`config.mk`:
```
export PLATFORM = sky130hd
export DESIGN_NAME = spi_slave
export DESIGN_NICKNAME = d
export VERILOG_FILES = /design/src/rtl/spi_pkg.sv /design/src/rtl/spi_input_sync.sv /design/src/rtl/spi_slave.sv
export SDC_FILE = /design/constraint.sdc
export NUM_CORES = 1
export LEC_CHECK = 0
export ABC_AREA = 1
export CAP_MARGIN = 20
export CORE_MARGIN = 5
export CORE_UTILIZATION = 55
export DETAILED_ROUTE_END_ITERATION = 10
export PLACE_DENSITY_LB_ADDON = 0.3
export SLEW_MARGIN = 0
export SYNTH_ARGS = -nofsm -noshare
export SYNTH_HDL_FRONTEND = slang
export SYNTH_SLANG_ARGS = --single-unit
```
`constraint.sdc`:
```
create_clock -name i_clock -period 1.98 [get_ports i_clock]
set_input_delay 0.396 -clock i_clock [delete_from_list [all_inputs] [get_ports i_clock]]
set_output_delay 0.396 -clock i_clock [all_outputs]
set_load 0.02 [all_outputs]
```
`src/rtl/spi_pkg.sv`:
```
`default_nettype none
// ============================================================================
// Module   : spi_pkg
// Brief    : Shared SPI types and SCLK edge-select helpers (slave and master).
// Revision : 1.0
// ============================================================================
package spi_pkg;

    typedef enum logic [0:0] {
        ST_IDLE   = 1'b0,
        ST_ACTIVE = 1'b1
    } spi_state_t;

    localparam int   c_BIT_CNT_W     = 5;
    localparam logic c_SYNC_RST_CS   = 1'b1;
    localparam logic c_SYNC_RST_DATA = 1'b0;

    // Modes 0 and 3 sample on the rising SCLK edge, modes 1 and 2 on the falling one.
    function automatic logic sample_on_rising(input logic cpol, input logic cpha);
        return (cpol == cpha);
    endfunction

endpackage
`default_nettype wire

```
`src/rtl/spi_input_sync.sv`:
```
`default_nettype none
// ============================================================================
// Module   : spi_input_sync
// Brief    : Multi-bit, multi-stage flop synchronizer with per-bit reset value.
// Revision : 1.0
// ============================================================================
module spi_input_sync #(
    parameter int               WIDTH     = 1,
    parameter int               STAGES    = 2,
    parameter logic [WIDTH-1:0] RESET_VAL = '0
) (
    input  logic             clk,
    input  logic             rst_n,
    input  logic [WIDTH-1:0] i_d,
    output logic [WIDTH-1:0] o_q
);

    logic [WIDTH-1:0] r_stage [STAGES];

    always_ff @(posedge clk or negedge rst_n) begin
        if (!rst_n) begin
            for (int i = 0; i < STAGES; i++) begin
                r_stage[i] <= RESET_VAL;
            end
        end else begin
            r_stage[0] <= i_d;
            for (int i = 1; i < STAGES; i++) begin
                r_stage[i] <= r_stage[i-1];
            end
        end
    end

    assign o_q = r_stage[STAGES-1];

endmodule
`default_nettype wire

```
`src/rtl/spi_slave.sv`:
```
`default_nettype none
// ============================================================================
// Module   : spi_slave
// Brief    : SPI slave, modes 0-3, MSB first, oversampled by the system clock.
//            Define SPI_SLAVE_UNDERRUN_FLAG_EN to add the o_tx_underrun output.
// Revision : 1.0
// ============================================================================
module spi_slave
    import spi_pkg::*;
#(
    parameter int SPI_DATA_WIDTH = 32,
    parameter int SYNC_STAGES    = 2
) (
    input  logic                      i_clock,
    input  logic                      i_reset_n,
    input  logic                      i_clock_polarity,
    input  logic                      i_clock_phase,
    input  logic [SPI_DATA_WIDTH-1:0] i_data_in,
    input  logic                      i_data_load,
    output logic [SPI_DATA_WIDTH-1:0] o_data_out,
    output logic                      o_data_valid,
    output logic                      o_busy,
    input  logic                      i_spi_cs_n,
    input  logic                      i_spi_clock,
    input  logic                      i_spi_mosi,
    output logic                      o_spi_miso,
`ifdef SPI_SLAVE_UNDERRUN_FLAG_EN
    output logic                      o_spi_miso_oe,
    output logic                      o_tx_underrun
`else
    output logic                      o_spi_miso_oe
`endif
);

    localparam logic [c_BIT_CNT_W-1:0] c_LAST_BIT = c_BIT_CNT_W'(SPI_DATA_WIDTH - 1);

    logic [2:0] w_sync;
    logic       w_cs_s;
    logic       w_sclk_s;
    logic       w_mosi_s;

    spi_input_sync #(
        .WIDTH     (3),
        .STAGES    (SYNC_STAGES),
        .RESET_VAL ({c_SYNC_RST_CS, c_SYNC_RST_DATA, c_SYNC_RST_DATA})
    ) u_sync (
        .clk   (i_clock),
        .rst_n (i_reset_n),
        .i_d   ({i_spi_cs_n, i_spi_clock, i_spi_mosi}),
        .o_q   (w_sync)
    );

    assign {w_cs_s, w_sclk_s, w_mosi_s} = w_sync;

    spi_state_t                r_state;
    spi_state_t                w_state_next;
    logic                      r_sclk_prev;
    logic                      r_cs_prev;
    logic [SYNC_STAGES-1:0]    r_settle;
    logic                      r_armed;
    logic                      r_cpol;
    logic                      r_cpha;
    logic [SPI_DATA_WIDTH-1:0] r_tx_hold;
    logic [SPI_DATA_WIDTH-1:0] r_tx_shift;
    logic [SPI_DATA_WIDTH-1:0] r_rx_shift;
    logic [c_BIT_CNT_W-1:0]    r_bit_cnt;
    logic                      r_word_done;
    logic [SPI_DATA_WIDTH-1:0] r_data_out;
    logic                      r_data_valid;

    logic w_rise;
    logic w_fall;
    logic w_samp_rising;
    logic w_cs_fall;
    logic w_cs_rise;
    logic w_start;
    logic w_stop;
    logic w_sample;
    logic w_shift;
    logic w_word_end;
    logic w_reload;
    logic [SPI_DATA_WIDTH-1:0] w_reload_val;

    assign w_rise        = w_sclk_s & ~r_sclk_prev;
    assign w_fall        = ~w_sclk_s & r_sclk_prev;
    assign w_samp_rising = sample_on_rising(r_cpol, r_cpha);
    // A falling cs_n only counts once cs_n has been seen high after reset.
    assign w_cs_fall     = r_armed & r_cs_prev & ~w_cs_s;
    assign w_cs_rise     = ~r_cs_prev & w_cs_s;

    always_comb begin
        w_state_next = r_state;
        w_start      = 1'b0;
        w_stop       = 1'b0;
        case (r_state)
            ST_IDLE: begin
                if (w_cs_fall) begin
                    w_state_next = ST_ACTIVE;
                    w_start      = 1'b1;
                end
            end
            ST_ACTIVE: begin
                if (w_cs_rise) begin
                    w_state_next = ST_IDLE;
                    w_stop       = 1'b1;
                end
            end
            default: w_state_next = ST_IDLE;
        endcase
    end

    always_ff @(posedge i_clock or negedge i_reset_n) begin
        if (!i_reset_n) begin
            r_state <= ST_IDLE;
        end else begin
            r_state <= w_state_next;
        end
    end

    assign w_sample   = (r_state == ST_ACTIVE) & (w_samp_rising ? w_rise : w_fall);
    // The shift edge following the last sample of a word is skipped so the
    // freshly reloaded MSB stays on MISO.
    assign w_shift    = (r_state == ST_ACTIVE) & (w_samp_rising ? w_fall : w_rise)
                        & (r_bit_cnt != '0);
    assign w_word_end = w_sample & (r_bit_cnt == c_LAST_BIT);
    assign w_reload   = w_start | w_word_end;
    assign w_reload_val = i_data_load ? i_data_in : r_tx_hold;

    always_ff @(posedge i_clock or negedge i_reset_n) begin
        if (!i_reset_n) begin
            r_sclk_prev  <= 1'b0;
            r_cs_prev    <= 1'b1;
            r_settle     <= '0;
            r_armed      <= 1'b0;
            r_cpol       <= 1'b0;
            r_cpha       <= 1'b0;
            r_tx_hold    <= '0;
            r_tx_shift   <= '0;
            r_rx_shift   <= '0;
            r_bit_cnt    <= '0;
            r_word_done  <= 1'b0;
            r_data_out   <= '0;
            r_data_valid <= 1'b0;
        end else begin
            r_sclk_prev  <= w_sclk_s;
            r_cs_prev    <= w_cs_s;
            r_settle     <= {r_settle[SYNC_STAGES-2:0], 1'b1};
            r_word_done  <= 1'b0;
            r_data_valid <= 1'b0;

            if (r_settle[SYNC_STAGES-1] && w_cs_s) begin
                r_armed <= 1'b1;
            end

            if (r_state == ST_IDLE) begin
                r_cpol <= i_clock_polarity;
                r_cpha <= i_clock_phase;
            end

            if (i_data_load) begin
                r_tx_hold <= i_data_in;
            end

            if (r_word_done) begin
                r_data_out   <= r_rx_shift;
                r_data_valid <= 1'b1;
            end

            if (w_stop) begin
                r_bit_cnt  <= '0;
                r_rx_shift <= '0;
            end else if (w_sample) begin
                r_rx_shift  <= {r_rx_shift[SPI_DATA_WIDTH-2:0], w_mosi_s};
                r_bit_cnt   <= w_word_end ? '0 : r_bit_cnt + 1'b1;
                r_word_done <= w_word_end;
            end

            if (w_reload) begin
                r_tx_shift <= w_reload_val;
            end else if (w_shift) begin
                r_tx_shift <= {r_tx_shift[SPI_DATA_WIDTH-2:0], 1'b0};
            end
        end
    end

`ifdef SPI_SLAVE_UNDERRUN_FLAG_EN
    logic r_loaded;
    logic r_tx_underrun;

    always_ff @(posedge i_clock or negedge i_reset_n) begin
        if (!i_reset_n) begin
            r_loaded      <= 1'b0;
            r_tx_underrun <= 1'b0;
        end else begin
            if (w_reload) begin
                r_loaded <= 1'b0;
                if (w_word_end && !i_data_load && !r_loaded) begin
                    r_tx_underrun <= 1'b1;
                end
            end else if (i_data_load) begin
                r_loaded <= 1'b1;
            end
            if (i_data_load) begin
                r_tx_underrun <= 1'b0;
            end
        end
    end

    assign o_tx_underrun = r_tx_underrun;
`endif

    assign o_data_out    = r_data_out;
    assign o_data_valid  = r_data_valid;
    assign o_busy        = (r_state == ST_ACTIVE);
    assign o_spi_miso_oe = o_busy;
    assign o_spi_miso    = o_spi_miso_oe & r_tx_shift[SPI_DATA_WIDTH-1];

endmodule
`default_nettype wire

```
==> results.py, run 1 <==
metrics = {
    "detailed_routing": {
        "antenna_left": 0,
        "drtPass1Iterations": 6,
        "drtIter0Drc": 537,
        "postRouteWirelength_um": 15000,
        "vias": 5250,
        "vias_per_cell": 5.62,
        "route.detailed.drc": 0,
        "routedWlPerCell_um": 16.0,
    },
    "finish": {
        "layout.nets": 821,
        "nFillCells": 810,
        "drive_above_1_share": 0.107,
        "final-instance-count-excl-fill": 934,
        "syn2layout_area_growth_pct": 23.5,
        "fin_area_um2": 8010,
        "diodes": 0,
    },
    "sta": {
        "fmax_mhz": 527,
        "fin_crit_ps": 1900,
        "setup_tns_ps": 0,
        "slew_headroom": 0.654,
        "clock_skew_ps": 8.71,
        "final-hold-violation-count": 0,
        "worst_pin_slew_ps": 519,
        "drv_slew": 0,
        "fin_crit_sh": 0.957,
        "setup_viol": 0,
        "setup_slack_ps": 84.2,
    },
    "floorplanning": {
        "row_count": 39,
        "die_area_um2": 14100,
        "fp.coreArea_um2": 11500,
        "die_y_um": 119,
        "io_pins": 76,
        "die_w_um": 119,
        "start_util": 0.565,
    },
    "place": {
        "place_ws_ps": 97.0,
        "dpl_cell_area_um2": 7370,
        "port_buffers": 75,
        "hpwl_um": 8910,
        "place.gp.congestion": 0.882,
        "placed_cells": 896,
    },
    "clock_network": {
        "cts_root_buf": "clkbuf_16",
        "cts_buffers": 17,
        "clkTransAtPathRegs_ps": 60,
        "cts_tree": "yes",
        "htree_levels": 4,
        "clk_path_buf_depth": 2,
        "clock_latency_ps": 420,
        "clkSinkCount": 149,
    },
    "setup_path": {
        "critPathKind": "flip-flop to output port",
        "cp_slowest_cell": "clkdlybuf4s50_1",
        "cp_top_family": "buffers and inverters",
        "worstPathArrival_ps": 1500,
        "critPathLaunchType": "flip-flop",
        "required_ps": 1580,
        "slowest_delay_ps": 630,
        "rrSetupSlack_ps": 100,
        "end_kind": "output port",
        "critPathMaxFanout": 7,
        "cp.buffers_inverters": 1,
        "path_cells": "clkdlybuf4s50_1",
    },
    "grt": {
        "grt_pass1_wl_um": 25100,
        "antenna_found_initial": 0,
        "grt_pass1_vias": 5193,
        "overflow": 0,
        "grt_max_degree": 65,
        "track_usage": 0.215,
    },
    "synth": {
        "ys.flop_type": "dfrtp_1",
        "synth.avg_cell_area_um2": 9.14,
        "synth_edf_count": 0,
        "synth_area_leaders": "dfrtp_1 (56%), nand2_1 (9.3%), nand4_1 (6.4%)",
        "synth_area_um2": 6480,
        "syn-num-nets": 752,
        "post_synth_num_cell_types": 26,
        "yosysTopAreaCellShare": 0.564,
        "postSynthCellCount": 709,
        "synth_seq_cells": 149,
        "synth-seq-area-share": 0.576,
        "async_reset_ff_frac": 1.00,
        "yosys_warnings": 0,
        "synth_top_area_cell": "dfrtp_1",
    },
    "flow_run": {
        "drv_cap": 0,
    },
    "power_and_ir_drop": {
        "powerDensity_nw_per_um2": 1050,
        "ir_drop_v": 0.000663,
        "cellLeakagePower_nw": 3.91,
        "power_mw": 8.44,
    },
    "outcome": {
        "outcome": "complete, no violations",
    },
    "min_path": {
        "hold_path_class": "flip-flop to flip-flop",
    },
}
==> synthesized netlist by cell type (5+ instances only) <==
library cell	count
nand2_1	160
o21ai_0	52
nand4_1	66
a21oi_1	16
clkbuf_1	15
mux2_2	18
dfrtp_1	146
buf_2	22
inv_2	5
nand3_1	55
buf_4	8
o31ai_1	15
inv_1	88
nor2_1	24
==> layout by cell type (no fill, tap or decap) <==
cell,instances
a21o_1,1
a21oi_1,16
a21oi_2,1
buf_12,6
buf_16,1
buf_2,1
buf_4,15
buf_6,1
bufinv_16,1
clkbuf_1,4
clkbuf_16,19
clkdlybuf4s50_1,72
clkinv_2,2
clkinv_4,2
clkinvlp_4,5
conb_1,1
dfrtp_1,145
dfrtp_2,1
dfstp_2,3
dlygate4sd2_1,1
dlygate4sd3_1,1
ha_1,3
inv_1,88
inv_2,5
inv_6,1
mux2_2,18
nand2_1,159
nand2_2,1
nand2_4,1
nand3_1,55
nand3_2,1
nand4_1,66
nor2_1,24
o21ai_0,52
o21ai_1,2
o31ai_1,15
xor2_1,1
==> through the flow <==
stage,util,hold WS (ps)
finish,0.698,359
CTS,0.691,355
global route,0.698,371
detailed placement,0.643,341
global placement,0.643,335
floorplan,-,100
==> routing by layer <==
metal	global-route usage	vias to the layer above	routed length, um
met2	0.341	217	7490
li1	-	2457	-
met3	0.0587	17	947
met1	0.295	2559	6380
met4	0.0581	0	162
met5	0	-	0
==> power by group <==
group	switching [mW]	leakage, nW	total [mW]	internal, mW
logic	1.04	1.78	1.64	0.595
registers	0.291	1.88	3.82	3.53
clock network	1.25	0.250	2.98	1.73
==> layout make-up <==
class / instances / area (um2) / share of cell area
inverters: 93 / 349 / 0.0436
well taps: 143 / 179 / 0.0223
multi-input cells: 417 / 2130 / 0.267
clock buffers: 21 / 440 / 0.0550
repair buffers: 100 / 1070 / 0.133
clock inverters: 11 / 104 / 0.0130
flip-flops and latches: 149 / 3730 / 0.466
==> logic make-up after synthesis <==
family | Yosys count | share of synthesized area
AND/OR/NAND/NOR | 307 | 0.216
flip-flops | 149 | 0.576
buffers and inverters | 143 | 0.0953
AO/OA/AOI/OAI | 87 | 0.0739
multiplexers | 18 | 0.0313
adder cells (fa/ha/maj) | 3 | 0.00579
other | 1 | 0.000578
XOR/XNOR | 1 | 0.00135
==> sequential cells by signal (all words and copies together), names as in the netlist <==
register / flops
r_bit_cnt: 5
r_rx_shift: 32
u_sync.r_stage: 3
r_tx_hold: 32
r_word_done: 1
r_settle: 2
r_cpha: 1
r_cpol: 1
u_sync.o_q: 3
r_tx_shift: 32
o_busy: 1
r_armed: 1
o_data_valid: 1
o_data_out: 32
r_sclk_prev: 1
r_cs_prev: 1
==> worst paths after layout <==
kind                                               start                          to  cells past startpoint
max in group asynchronous                      i_reset_n     r_tx_hold[13]$_DFF_PN0_                      3
worst max-delay path                    o_busy$_DFF_PN0_               o_spi_miso_oe                      1
worst max register to register  r_bit_cnt[0]$_DFFE_PN0P_  r_tx_shift[30]$_DFFE_PN0P_                     10
min in group asynchronous                      i_reset_n  o_data_out[20]$_DFFE_PN0P_                      2
worst min register to register     r_settle[0]$_DFF_PN0_       r_settle[1]$_DFF_PN0_                      0
worst min-delay path               r_settle[0]$_DFF_PN0_       r_settle[1]$_DFF_PN0_                      0
==> repair_timing <==
action / 4_1_cts / 5_1_grt
gates cloned: 0 / 2
resized for setup: 2 / 2
buffers inserted: 0 / 3
pin swaps: 0 / 2
hold buffers: 1 / 0
hold endpoints to repair: 48 / 0
setup endpoints to repair: 3 / 31
Note: power is estimated with default switching activity, not from simulation.
==> inputs of run 2 (changes only) <==
- CTS_BUF_LIST: not set -> sky130_fd_sc_hd__clkbuf_4 sky130_fd_sc_hd__clkbuf_8
==> run 2 against run 1 <==
Sequential share of layout area increased by 1.2 points. Power decreased by 10%. Sequential power barely moved.
==> results.py, run 2 (same netlist as run 1, synthesis figures left out) <==
metrics = {
    "clock_network": {
        "cts_buffers": 17,
        "cts_tree": "yes",
        "clkTransAtPathRegs_ps": 80,
        "cts_root_buf": "clkbuf_8",
        "clock_latency_ps": 430,
        "clk_path_buf_depth": 2,
        "clkSinkCount": 149,
        "htree_levels": 4,
    },
    "outcome": {
        "outcome": "complete, no violations",
    },
    "setup_path": {
        "rr_endpoint": "r_tx_shift[7]$_DFFE_PN0P_",
        "cp_top_family": "buffers and inverters",
        "worstPathArrival_ps": 1520,
        "critPathKind": "flip-flop to output port",
        "path_cells": "clkdlybuf4s50_1",
        "r2r_start": "r_bit_cnt[0]$_DFFE_PN0P_",
        "cp.buffers_inverters": 1,
        "r2r_cells": 10,
        "rrSetupSlack_ps": 140,
        "required_ps": 1580,
        "end_kind": "output port",
        "critPathLaunchType": "flip-flop",
        "critPathLaunch": "o_busy$_DFF_PN0_",
        "critPathMaxFanout": 7,
        "cp_slowest_cell": "clkdlybuf4s50_1",
        "slowest_delay_ps": 630,
    },
    "power_and_ir_drop": {
        "clkPwrFrac": 0.285,
        "switching_share": 0.320,
        "p_int_mw": 5.17,
        "powerDensity_nw_per_um2": 974,
        "cellLeakagePower_nw": 3.83,
        "ir_drop_v": 0.000589,
        "pwr-share-comb": 0.213,
        "pwr-share-seq": 0.501,
        "switchingPower_mw": 2.43,
    },
    "detailed_routing": {
        "routed.top_layer": "met4",
        "vias_per_cell": 5.51,
        "drtPass1Iterations": 5,
        "drtIter0Drc": 403,
        "route.detailed.drc": 0,
        "postRouteWirelength_um": 14000,
        "wl_met2_um": 6850,
        "routedWlPerCell_um": 15.0,
        "vias": 5144,
        "dr_wl_met3_um": 706,
        "antenna_left": 0,
        "drt-met1-wl_um": 6200,
    },
    "grt": {
        "grt_pass1_wl_um": 24200,
        "grt_pass1_vias": 5080,
        "overflow": 0,
        "grt_max_degree": 65,
        "antenna_found_initial": 0,
        "track_usage": 0.205,
    },
    "place": {
        "place_ws_ps": 97.0,
        "hpwl_um": 8910,
        "port_buffers": 75,
        "place.gp.congestion": 0.882,
        "dpl_cell_area_um2": 7370,
    },
    "sta": {
        "fin_hold_ws_ps": 356,
        "fmax_mhz": 522,
        "final-hold-violation-count": 0,
        "fin_crit_ps": 1910,
        "clock_skew_ps": 14.1,
        "fin_crit_sh": 0.967,
        "setup_viol": 0,
        "setup_slack_ps": 65.0,
        "drv_slew": 0,
        "slew_headroom": 0.657,
        "worst_pin_slew_ps": 514,
    },
    "finish": {
        "syn2layout_area_growth_pct": 20.4,
        "diodes": 0,
        "layout.nets": 820,
        "final_common_cell": "nand2_1",
        "fin_area_um2": 7800,
        "final_cell_mix": "nand2_1 (159), dfrtp_1 (145), inv_1 (88)",
        "final_core_util": 0.680,
        "drive_above_1_share": 0.113,
    },
    "floorplanning": {
        "die_y_um": 119,
        "row_count": 39,
        "fp.coreArea_um2": 11500,
        "die_w_um": 119,
        "start_util": 0.565,
        "die_area_um2": 14100,
        "io_pins": 76,
    },
    "min_path": {
        "hold_path_class": "flip-flop to flip-flop",
        "min_to": "r_settle[1]$_DFF_PN0_",
        "worstHoldStart": "r_settle[0]$_DFF_PN0_",
        "min_path_cells": 0,
    },
    "flow_run": {
        "drv_cap": 0,
    },
}
==> run 2: cell types whose count changed in the layout (fill, tap and decap cells not counted), sizes merged <==
| cell | delta |
|---|---|
| dlymetal6s2s | +1 |
| clkdlybuf4s50 | -1 |
| clkbuf | -1 |
==> run 2: power by group through the flow <==
stage	combinational, mW	sequential (mW)	clock, mW
CTS	1.60	3.79	2.20
global route	1.86	3.85	2.33
floorplan	1.14	3.78	0
global placement	1.53	3.82	0
finish	1.62	3.81	2.17
detailed placement	1.59	3.84	0
==> run 2: area by class of cell <==
class / instances / area (um2)
flip-flops and latches: 149 / 3730
fillers: 843 / 3660
multi-input cells: 417 / 2140
repair buffers: 99 / 1040
inverters: 93 / 349
clock buffers: 21 / 264
well taps: 143 / 179
clock inverters: 11 / 104
==> run 2: how the worst max path moves through the flow <==
stage | to | slack, ps | cells past startpoint
finish | o_busy | 70 | 1
global placement | r_tx_shift[26]$_DFFE_PN0P_ | 220 | 10
CTS | o_busy | 40 | 1
detailed placement | r_tx_shift[12]$_DFFE_PN0P_ | 100 | 10
global route | r_tx_shift[4]$_DFFE_PN0P_ | -4 | 10
floorplan | r_tx_shift[10]$_DFFE_PN0P_ | 410 | 10
==> run 2: per-stage QoR <==
step	total power [mW]	setup TNS (ps)	std cells
finish	7.60	0	933
global route	8.03	-3.87	933
CTS	7.60	0	929
detailed placement	5.43	0	896
global placement	5.35	0	896
floorplan	4.92	0	709
==> run 2: metal layers <==
metal,up-vias,GRT usage
li1,2461,-
met1,2494,0.290
met2,162,0.314
met3,27,0.0482
met4,0,0.0673
met5,-,0
==> run 2: what timing repair did <==
action,4_1_cts,5_1_grt
pin swaps,0,2
endpoints found under the hold margin,48,0
gates cloned,0,1
gates resized for setup,2,3
hold buffers,1,0
endpoints found under the setup margin,3,32
setup buffers,0,3
